$ cat config.mk
export PLATFORM = sky130hd
export DESIGN_NAME = stage_trace_buffer
export DESIGN_NICKNAME = d
export VERILOG_FILES = /design/src/rtl/stage_trace_buffer.sv
export SDC_FILE = /design/constraint.sdc
export NUM_CORES = 1
export LEC_CHECK = 0
export ABC_CLOCK_PERIOD_IN_PS = 5700
export BUFFER_PORTS_ARGS = -buffer_cell sky130_fd_sc_hd__buf_2
export CAP_MARGIN = 0
export CORE_MARGIN = 2
export CORE_UTILIZATION = 31
export CTS_CLUSTER_SIZE = 25
export DETAILED_ROUTE_END_ITERATION = 10
export PLACE_DENSITY = 0.53
export SLEW_MARGIN = 30
export SYNTH_ARGS = -nofsm -noshare
export SYNTH_HDL_FRONTEND = slang
export SYNTH_SLANG_ARGS = --single-unit
$ cat constraint.sdc
create_clock -name clk -period 5.7 [get_ports clk]
set_input_delay 0.285 -clock clk [delete_from_list [all_inputs] [get_ports clk]]
set_output_delay 0.285 -clock clk [all_outputs]
set_load 0.005 [all_outputs]
$ cat src/rtl/stage_trace_buffer.sv
// Timestamps every change of the stage-handshake flag vector into a FIFO; entries appear on trace_vld_o one cycle after capture.
// Reader backpressure via trace_rdy_i; when full, a push is taken only alongside a pop, otherwise it is dropped and counted.
module stage_trace_buffer #(
    parameter int FLAG_W = 8,
    parameter int TS_W   = 24,
    parameter int DEPTH  = 16
) (
    input  logic                      clk,
    input  logic                      rst_n,
    input  logic                      arm_i,
    input  logic                      clear_i,
    input  logic [FLAG_W-1:0]         stop_mask_i,
    input  logic [FLAG_W-1:0]         flag_i,
    output logic                      trace_vld_o,
    input  logic                      trace_rdy_i,
    output logic [TS_W+FLAG_W-1:0]    trace_data_o,
    output logic [$clog2(DEPTH):0]    count_o,
    output logic [15:0]               overflow_cnt_o,
    output logic [1:0]                state_o
);

    localparam int AW = $clog2(DEPTH);
    localparam int CW = AW + 1;
    localparam int EW = TS_W + FLAG_W;

    typedef enum logic [1:0] {
        S_IDLE    = 2'd0,
        S_ARMED   = 2'd1,
        S_CAPTURE = 2'd2,
        S_DONE    = 2'd3
    } state_t;

    state_t              state_q, state_d;
    logic [TS_W-1:0]     ts_q, ts_d;
    logic [FLAG_W-1:0]   flag_prev_q, flag_prev_d;
    logic [AW-1:0]       wr_ptr_q, wr_ptr_d;
    logic [AW-1:0]       rd_ptr_q, rd_ptr_d;
    logic [CW-1:0]       count_q, count_d;
    logic [15:0]         ovf_q, ovf_d;
    logic [EW-1:0]       mem_q [DEPTH];

    logic                push_req;
    logic                push_ok;
    logic                pop;
    logic                full;
    logic                stop_hit;
    logic [TS_W-1:0]     ts_inc;
    logic [EW-1:0]       push_dat;

    assign stop_hit = (stop_mask_i != '0) && ((flag_i & stop_mask_i) == stop_mask_i);
    assign ts_inc   = (ts_q == '1) ? ts_q : ts_q + TS_W'(1);
    assign push_dat = {ts_q, flag_i};

    // Session control: clear_i outranks arm_i, which is only honoured from IDLE or DONE.
    always_comb begin
        state_d     = state_q;
        ts_d        = ts_q;
        flag_prev_d = flag_prev_q;
        push_req    = 1'b0;
        if (clear_i) begin
            state_d     = S_IDLE;
            ts_d        = '0;
            flag_prev_d = '0;
        end else begin
            case (state_q)
                S_IDLE, S_DONE: begin
                    if (arm_i) begin
                        state_d = S_ARMED;
                        ts_d    = '0;
                    end
                end
                S_ARMED: begin
                    push_req    = 1'b1;
                    flag_prev_d = flag_i;
                    ts_d        = ts_inc;
                    state_d     = stop_hit ? S_DONE : S_CAPTURE;
                end
                S_CAPTURE: begin
                    ts_d = ts_inc;
                    if (flag_i != flag_prev_q) begin
                        push_req    = 1'b1;
                        flag_prev_d = flag_i;
                    end
                    if (stop_hit) begin
                        state_d = S_DONE;
                    end
                end
                default: state_d = S_IDLE;
            endcase
        end
    end

    assign full    = (count_q == CW'(DEPTH));
    assign pop     = (count_q != '0) && trace_rdy_i;
    assign push_ok = push_req && (!full || pop);

    always_comb begin
        wr_ptr_d = wr_ptr_q;
        rd_ptr_d = rd_ptr_q;
        count_d  = count_q;
        ovf_d    = ovf_q;
        if (clear_i) begin
            wr_ptr_d = '0;
            rd_ptr_d = '0;
            count_d  = '0;
            ovf_d    = '0;
        end else begin
            if (push_ok) begin
                wr_ptr_d = wr_ptr_q + AW'(1);
            end
            if (pop) begin
                rd_ptr_d = rd_ptr_q + AW'(1);
            end
            count_d = count_q + CW'(push_ok) - CW'(pop);
            if (push_req && !push_ok && ovf_q != 16'hFFFF) begin
                ovf_d = ovf_q + 16'd1;
            end
        end
    end

    always_ff @(posedge clk) begin
        if (!rst_n) begin
            state_q     <= S_IDLE;
            ts_q        <= '0;
            flag_prev_q <= '0;
            wr_ptr_q    <= '0;
            rd_ptr_q    <= '0;
            count_q     <= '0;
            ovf_q       <= '0;
        end else begin
            state_q     <= state_d;
            ts_q        <= ts_d;
            flag_prev_q <= flag_prev_d;
            wr_ptr_q    <= wr_ptr_d;
            rd_ptr_q    <= rd_ptr_d;
            count_q     <= count_d;
            ovf_q       <= ovf_d;
        end
    end

    // Storage needs no reset: the head is masked to zero whenever the FIFO is empty.
    always_ff @(posedge clk) begin
        if (rst_n && !clear_i && push_ok) begin
            mem_q[wr_ptr_q] <= push_dat;
        end
    end

    assign trace_vld_o    = (count_q != '0);
    assign trace_data_o   = trace_vld_o ? mem_q[rd_ptr_q] : '0;
    assign count_o        = count_q;
    assign overflow_cnt_o = ovf_q;
    assign state_o        = state_q;

endmodule

**Word level (Yosys, flattened, before mapping)**

Memory sizes are Yosys's and may differ from the RTL's. A register that Yosys moved wholly into a read port is not among the register bits.
Index checks and enable logic that the tools add are counted.

- Bitwise operators: 2
- $add $sub $neg: 6
- Muxes and demuxes: 17
- Eq/ne operators: 12
- Reduce and logical (&&, ||, !) cells: 21

Operators by type and width:

| operator | count |
|---|---|
| 24-bit 2-to-1 mux | 2 |
| 24-bit case mux with 2 select lines | 1 |
| 32-bit 2-to-1 mux | 1 |
| 24-bit by 1-bit adder with 24-bit output (second input constant) | 1 |
| 24-bit equality test (second input constant) | 1 |
| 16-bit by 1-bit adder with 16-bit output (second input constant) | 1 |
| 16-bit inequality test (second input constant) | 1 |
| 8-bit case mux with 2 select lines | 1 |
| 4-bit by 1-bit adder with 4-bit output (second input constant) | 2 |
| 8-bit AND | 1 |
| 8-bit equality test | 1 |
| 4-bit 2-to-1 mux | 2 |
| 8-bit 2-to-1 mux | 1 |
| 2-bit inequality test (second input constant) | 4 |
| 8-bit inequality test | 1 |
| 8-bit nonzero test | 1 |
| 1-bit logical AND | 7 |
| 2-bit case mux with 3 select lines | 1 |
| 2-bit AND reduction | 3 |
| 2-bit OR reduction | 3 |
| 5-bit by 1-bit adder with 5-bit output | 1 |
| 5-bit equality test (second input constant) | 1 |
| 1-bit 2-to-1 mux | 5 |
| 5-bit nonzero test | 1 |
| other kinds (10) | 14 |

- Memory bits (writable): 512
- Output and inout port bits: 56
- Word-level logic and storage cells: 66
- Memories kept: 1
- Register bits: 63

Memory list:

| name | words | bits a word | rd ports | clocked after memory_dff | wr ports | line | RTL |
|---|---|---|---|---|---|---|---|
| mem_q | 16 | 32 | 1 | 1 | 1 | 40 | `logic [EW-1:0] mem_q [DEPTH];` |

**Depth between registers and ports, before layout**

- Depth in word-level cells: 8
- Depth in mapped cells: 15

**Worst setup path after synthesis**

Ideal clock, no wire load.

- Kind: flip-flop to flip-flop
- From: reg state_q[0] (netlist: state_o[0])
- To: mem mem_q[0][0] (netlist bit), enable pin
- Stages on the path, launching flop included: 7
- Slack: 0.796 ns
- Path buffers: 1
- Data arrival time: 4.402 ns
- Required time: 5.198 ns
- Clock period less this slack: 4.904 ns
- Library setup time: 0.502 ns
- Path through: dfxtp_1 > inv_1 > ha_1 > a21boi_1 > o221ai_1 > buf_2 > nor4_1

- Longest elaborated chain between the ends: 7

RTL lines:

| item | line | RTL |
|---|---|---|
| start, declared | 33 | `state_t state_q, state_d;` |
| start signal, assigned | 131 | `state_q <= state_d;` |
| 2-bit equality test / 2-bit by 1-bit equality test with 1-bit output (equally long branches) | 65 | `case (state_q)` |
| 1-bit case mux with 2 select lines * | 65 |  |
| 1-bit 2-to-1 mux * | 60 | `if (clear_i) begin` |
| 1-bit logical AND * | 95 | `assign push_ok = push_req && (!full \|\| pop);` |
| 1-bit logical AND * | 143 | `if (rst_n && !clear_i && push_ok) begin` |
| 1-bit 2-to-1 mux * | 143 |  |
| 1-bit 2-to-1 mux (not written as such) * | 144 | `mem_q[wr_ptr_q] <= push_dat;` |
| end, declared | 40 |  |

Mark *: on every way between the ends. The rest lies on a longest branch, timed or not.

**Worst setup path in the final report**

- From: reg count_q[3] (netlist: count_o[3])
- To: reg count_q[4] (netlist: count_o[4])

- Longest elaborated chain between the ends: 6

RTL lines:

| item | line | RTL |
|---|---|---|
| start, declared | 38 | `logic [CW-1:0] count_q, count_d;` |
| start signal, assigned | 136 | `count_q <= count_d;` |
| 5-bit equality test / 5-bit nonzero test (equally long branches) | 93, 94 |  |
| 1-bit zero test / 1-bit logical AND (equally long branches) | 95, 94 |  |
| 1-bit logical OR | 95 |  |
| 1-bit logical AND | 95 |  |
| 5-bit by 1-bit adder with 5-bit output | 114 | `count_d = count_q + CW'(push_ok) - CW'(pop);` |
| 5-bit by 1-bit subtractor with 5-bit output * | 114 |  |

Marked as above.
A chain may end at the register's enable or synchronous reset.

==> results.json <==
{
  "drtIter0Drc": 738,
  "synth_top_flop_cell": "edfxtp_1",
  "tns_ns": 0,
  "synth_cells": 1153,
  "synth_top_cell_area_share": 0.674,
  "end_kind": "register",
  "grt_pass1_vias": 11901,
  "ctsResizeCount": 0,
  "synth_top_area_cell": "edfxtp_1",
  "async_reset_ff_frac": 0,
  "ctsHoldBuffers": 0,
  "tightest_slew_ns": 0.924,
  "synth_xor_area_frac": 0.0150,
  "post_cts_buffers": 0,
  "required_ns": 6.24,
  "synth.cell_area_um2": 22800,
  "vias_per_cell": 4.92,
  "synth-simple-area-share": 0.0522,
  "cts_tree": "done",
  "p_leak_nw": 8.53,
  "wl_mm": 52.1,
  "worst-setup-path-type": "register to register",
  "arrival_ns": 4.24,
  "drive_above_1_share": 0.297,
  "drv_slew": 0,
  "die_w_um": 275,
  "drc_errors": 0,
  "final_util": 0.364,
  "syn_nets": 1190,
  "rows": 99,
  "synth_compound_area_frac": 0.0149,
  "n_antenna_cell": 0,
  "core_area_um2": 73000,
  "ys_seq_area_frac": 0.733,
  "rsz0062_at_grt": "false",
  "drt.antenna.violating_nets": 0,
  "antenna_found_initial": 1,
  "period_share": 0.649,
  "synth_top_family_by_area": "multiplexers",
  "cp_max_fo": 34,
  "finClkSkew_ns": 0.0264,
  "status": "completed",
  "synth_warnings": 0,
  "clock_latency_ns": 0.63,
  "cts.sinks": 579,
  "maxSlewHeadroom": 0.384,
  "dieArea_um2": 75800,
  "period_needed_ns": 3.70,
  "dr_total_vias": 11230,
  "clock_path_buffers": 3,
  "portBuffers": 76,
  "ys_seq_elements": 579,
  "grt_first_pass_wirelength_mm": 78.0,
  "final_hold_viol_count": 0,
  "yosys.area_share.adder": 0.00910,
  "holdWs_ns": 0.0823,
  "place.gp.congestion": 0.737,
  "peakVddDrop_v": 0.000263,
  "synth_mux_area_frac": 0.162,
  "avgSynthCellArea_um2": 19.8,
  "synth_top_cells_by_area": "edfxtp_1 67%, mux4_2 16%, dfxtp_1 5.9%, and2_1 1.0%, nor2_1 0.86%",
  "fp.dieH_um": 275,
  "cts_root_buffer": "clkbuf_16",
  "grt-ovfl-total": 0,
  "maxCapViolCount": 0,
  "htreeDepth": 2,
  "power_density_nw_per_um2": 354,
  "routedWlPerCell_um": 22.8,
  "first_pass_iters": 5,
  "synth_edf_count": 512,
  "setup_viol": 0,
  "yosys.cell_types.count": 51,
  "syn2layout_area_growth_pct": 16.3,
  "cp-start-kind": "register",
  "hp-class": "input port to register",
  "grt_max_degree": 57,
  "dp_hpwl_mm": 29.6,
  "cts-buffers-inserted": 60,
  "nNetsFinal": 1312,
  "clk_pin_slew_ns": 0.06,
  "initial_utilization": 0.313,
  "grt_use_total": 0.140,
  "num_io_pins": 77,
  "max_freq_ghz": 0.270
}
[path summary, 6_finish.rpt]
check                         start                end  slack [ns]  cells after the start
setup / recovery         count_o[3]         count_o[4]        2.00                     13
hold / removal            flag_i[1]       mem_q[14][1]        0.08                      1
setup reg to reg         count_o[3]         count_o[4]        2.00                     13
hold reg to reg   overflow_cnt_o[5]  overflow_cnt_o[5]        0.51                      2
[registers in the layout, indices dropped and copies added, names as in the netlist, named ones only]
name	flops
mem_q	512
ts_q	24
overflow_cnt_o	16
flag_prev_q	8
count_o	5
rd_ptr_q	4
wr_ptr_q	4
state_o	2
[kinds of logic (layout without fill, tap and decap cells)]
group,Yosys count,after routing
DFF,579,579
AOI/OAI and AO/OA,51,51
adders and majority gates,16,16
xor gates and xnor gates,39,39
muxes,170,170
and+or+nand+nor,222,222
buffers and inverters,76,247
[stage by stage]
step	worst slack (ns)	cells	power, mW	area, um2
final	2.00	2283	9.39	26500
after global routing	1.79	2283	9.75	26500
after CTS	1.91	2282	9.52	26500
after detailed placement	2.01	2171	5.69	24600
after global placement	2.02	2169	5.68	24500
after floorplan	0.796	1153	5.31	22800
[layout by cell type, fill, tap and decap left out, types with 10 or more instances in the layout]
cell and instances:
a21oi_1 17, and2_1 37, buf_2 76, buf_4 35, clkbuf_1 13, clkbuf_16 61
clkinv_1 11, clkinv_2 14, dfxtp_1 63, edfxtp_1 512, ha_1 15, inv_1 20
mux2i_1 10, mux4_2 160, nand2_1 25, nand3_1 20, nor2_1 52, nor3_1 11
nor4_1 10, o21ai_0 10, xnor2_1 19, xor2_1 20
[Yosys cell counts, types with 2 or more instances]
| library cell | n |
|---|---|
| a211oi_1 | 2 |
| a21oi_1 | 17 |
| and2_1 | 37 |
| and3_1 | 11 |
| and4_1 | 2 |
| buf_1 | 5 |
| buf_2 | 18 |
| clkbuf_1 | 31 |
| dfxtp_1 | 67 |
| edfxtp_1 | 512 |
| ha_1 | 15 |
| inv_1 | 20 |
| mux2i_1 | 10 |
| mux4_2 | 160 |
| nand2_1 | 25 |
| nand2b_1 | 7 |
| nand3_1 | 20 |
| nand4_1 | 9 |
| nor2_1 | 52 |
| nor2b_1 | 2 |
| nor3_1 | 19 |
| nor4_1 | 14 |
| o211ai_1 | 7 |
| o21ai_0 | 10 |
| o22ai_1 | 2 |
| o31ai_1 | 2 |
| or3_1 | 9 |
| or4_1 | 8 |
| xnor2_1 | 19 |
| xor2_1 | 20 |
[final cells by class]
cell class,instances,area [um2]
Sequential cell,579,16700
Multi-Input combinational cell,498,5870
Timing Repair Buffer,116,751
Inverter,20,75.1
Fill cell,6632,46400
Clock buffer,79,1640
Clock inverter,32,280
Tap cell,959,1200
[layer usage]
layer  global-route usage  part of all wire  vias up  wire length [um]
met4               0.0339             0.018        0               961
met2                0.230              0.49      272             25300
met3               0.0253             0.046       75              2380
met1                0.194              0.45     5933             23500
li1                     -                 -     4950                 -
met5                    0                 0        -                 0
[worst max-delay path, cell delays in order (launching register included)]
cell and delay, ns:
dfxtp_1 0.33, inv_1 0.08, ha_1 0.15, or3b_4 0.41
or2_2 0.64, and2_1 0.39, ha_1 0.29, inv_1 0.04
ha_1 0.20, fa_1 0.41, a21oi_1 0.15, nor2_1 0.06
or3_1 0.34, a21oi_1 0.14
[power breakdown]
group | total [mW] | internal (mW) | switching (mW) | leakage (nW)
logic | 0.968 | 0.449 | 0.518 | 2.15
clock network | 3.82 | 2.21 | 1.61 | 0.956
registers | 4.60 | 4.58 | 0.0221 | 5.42
Note: power is estimated with default switching activity, not from simulation.
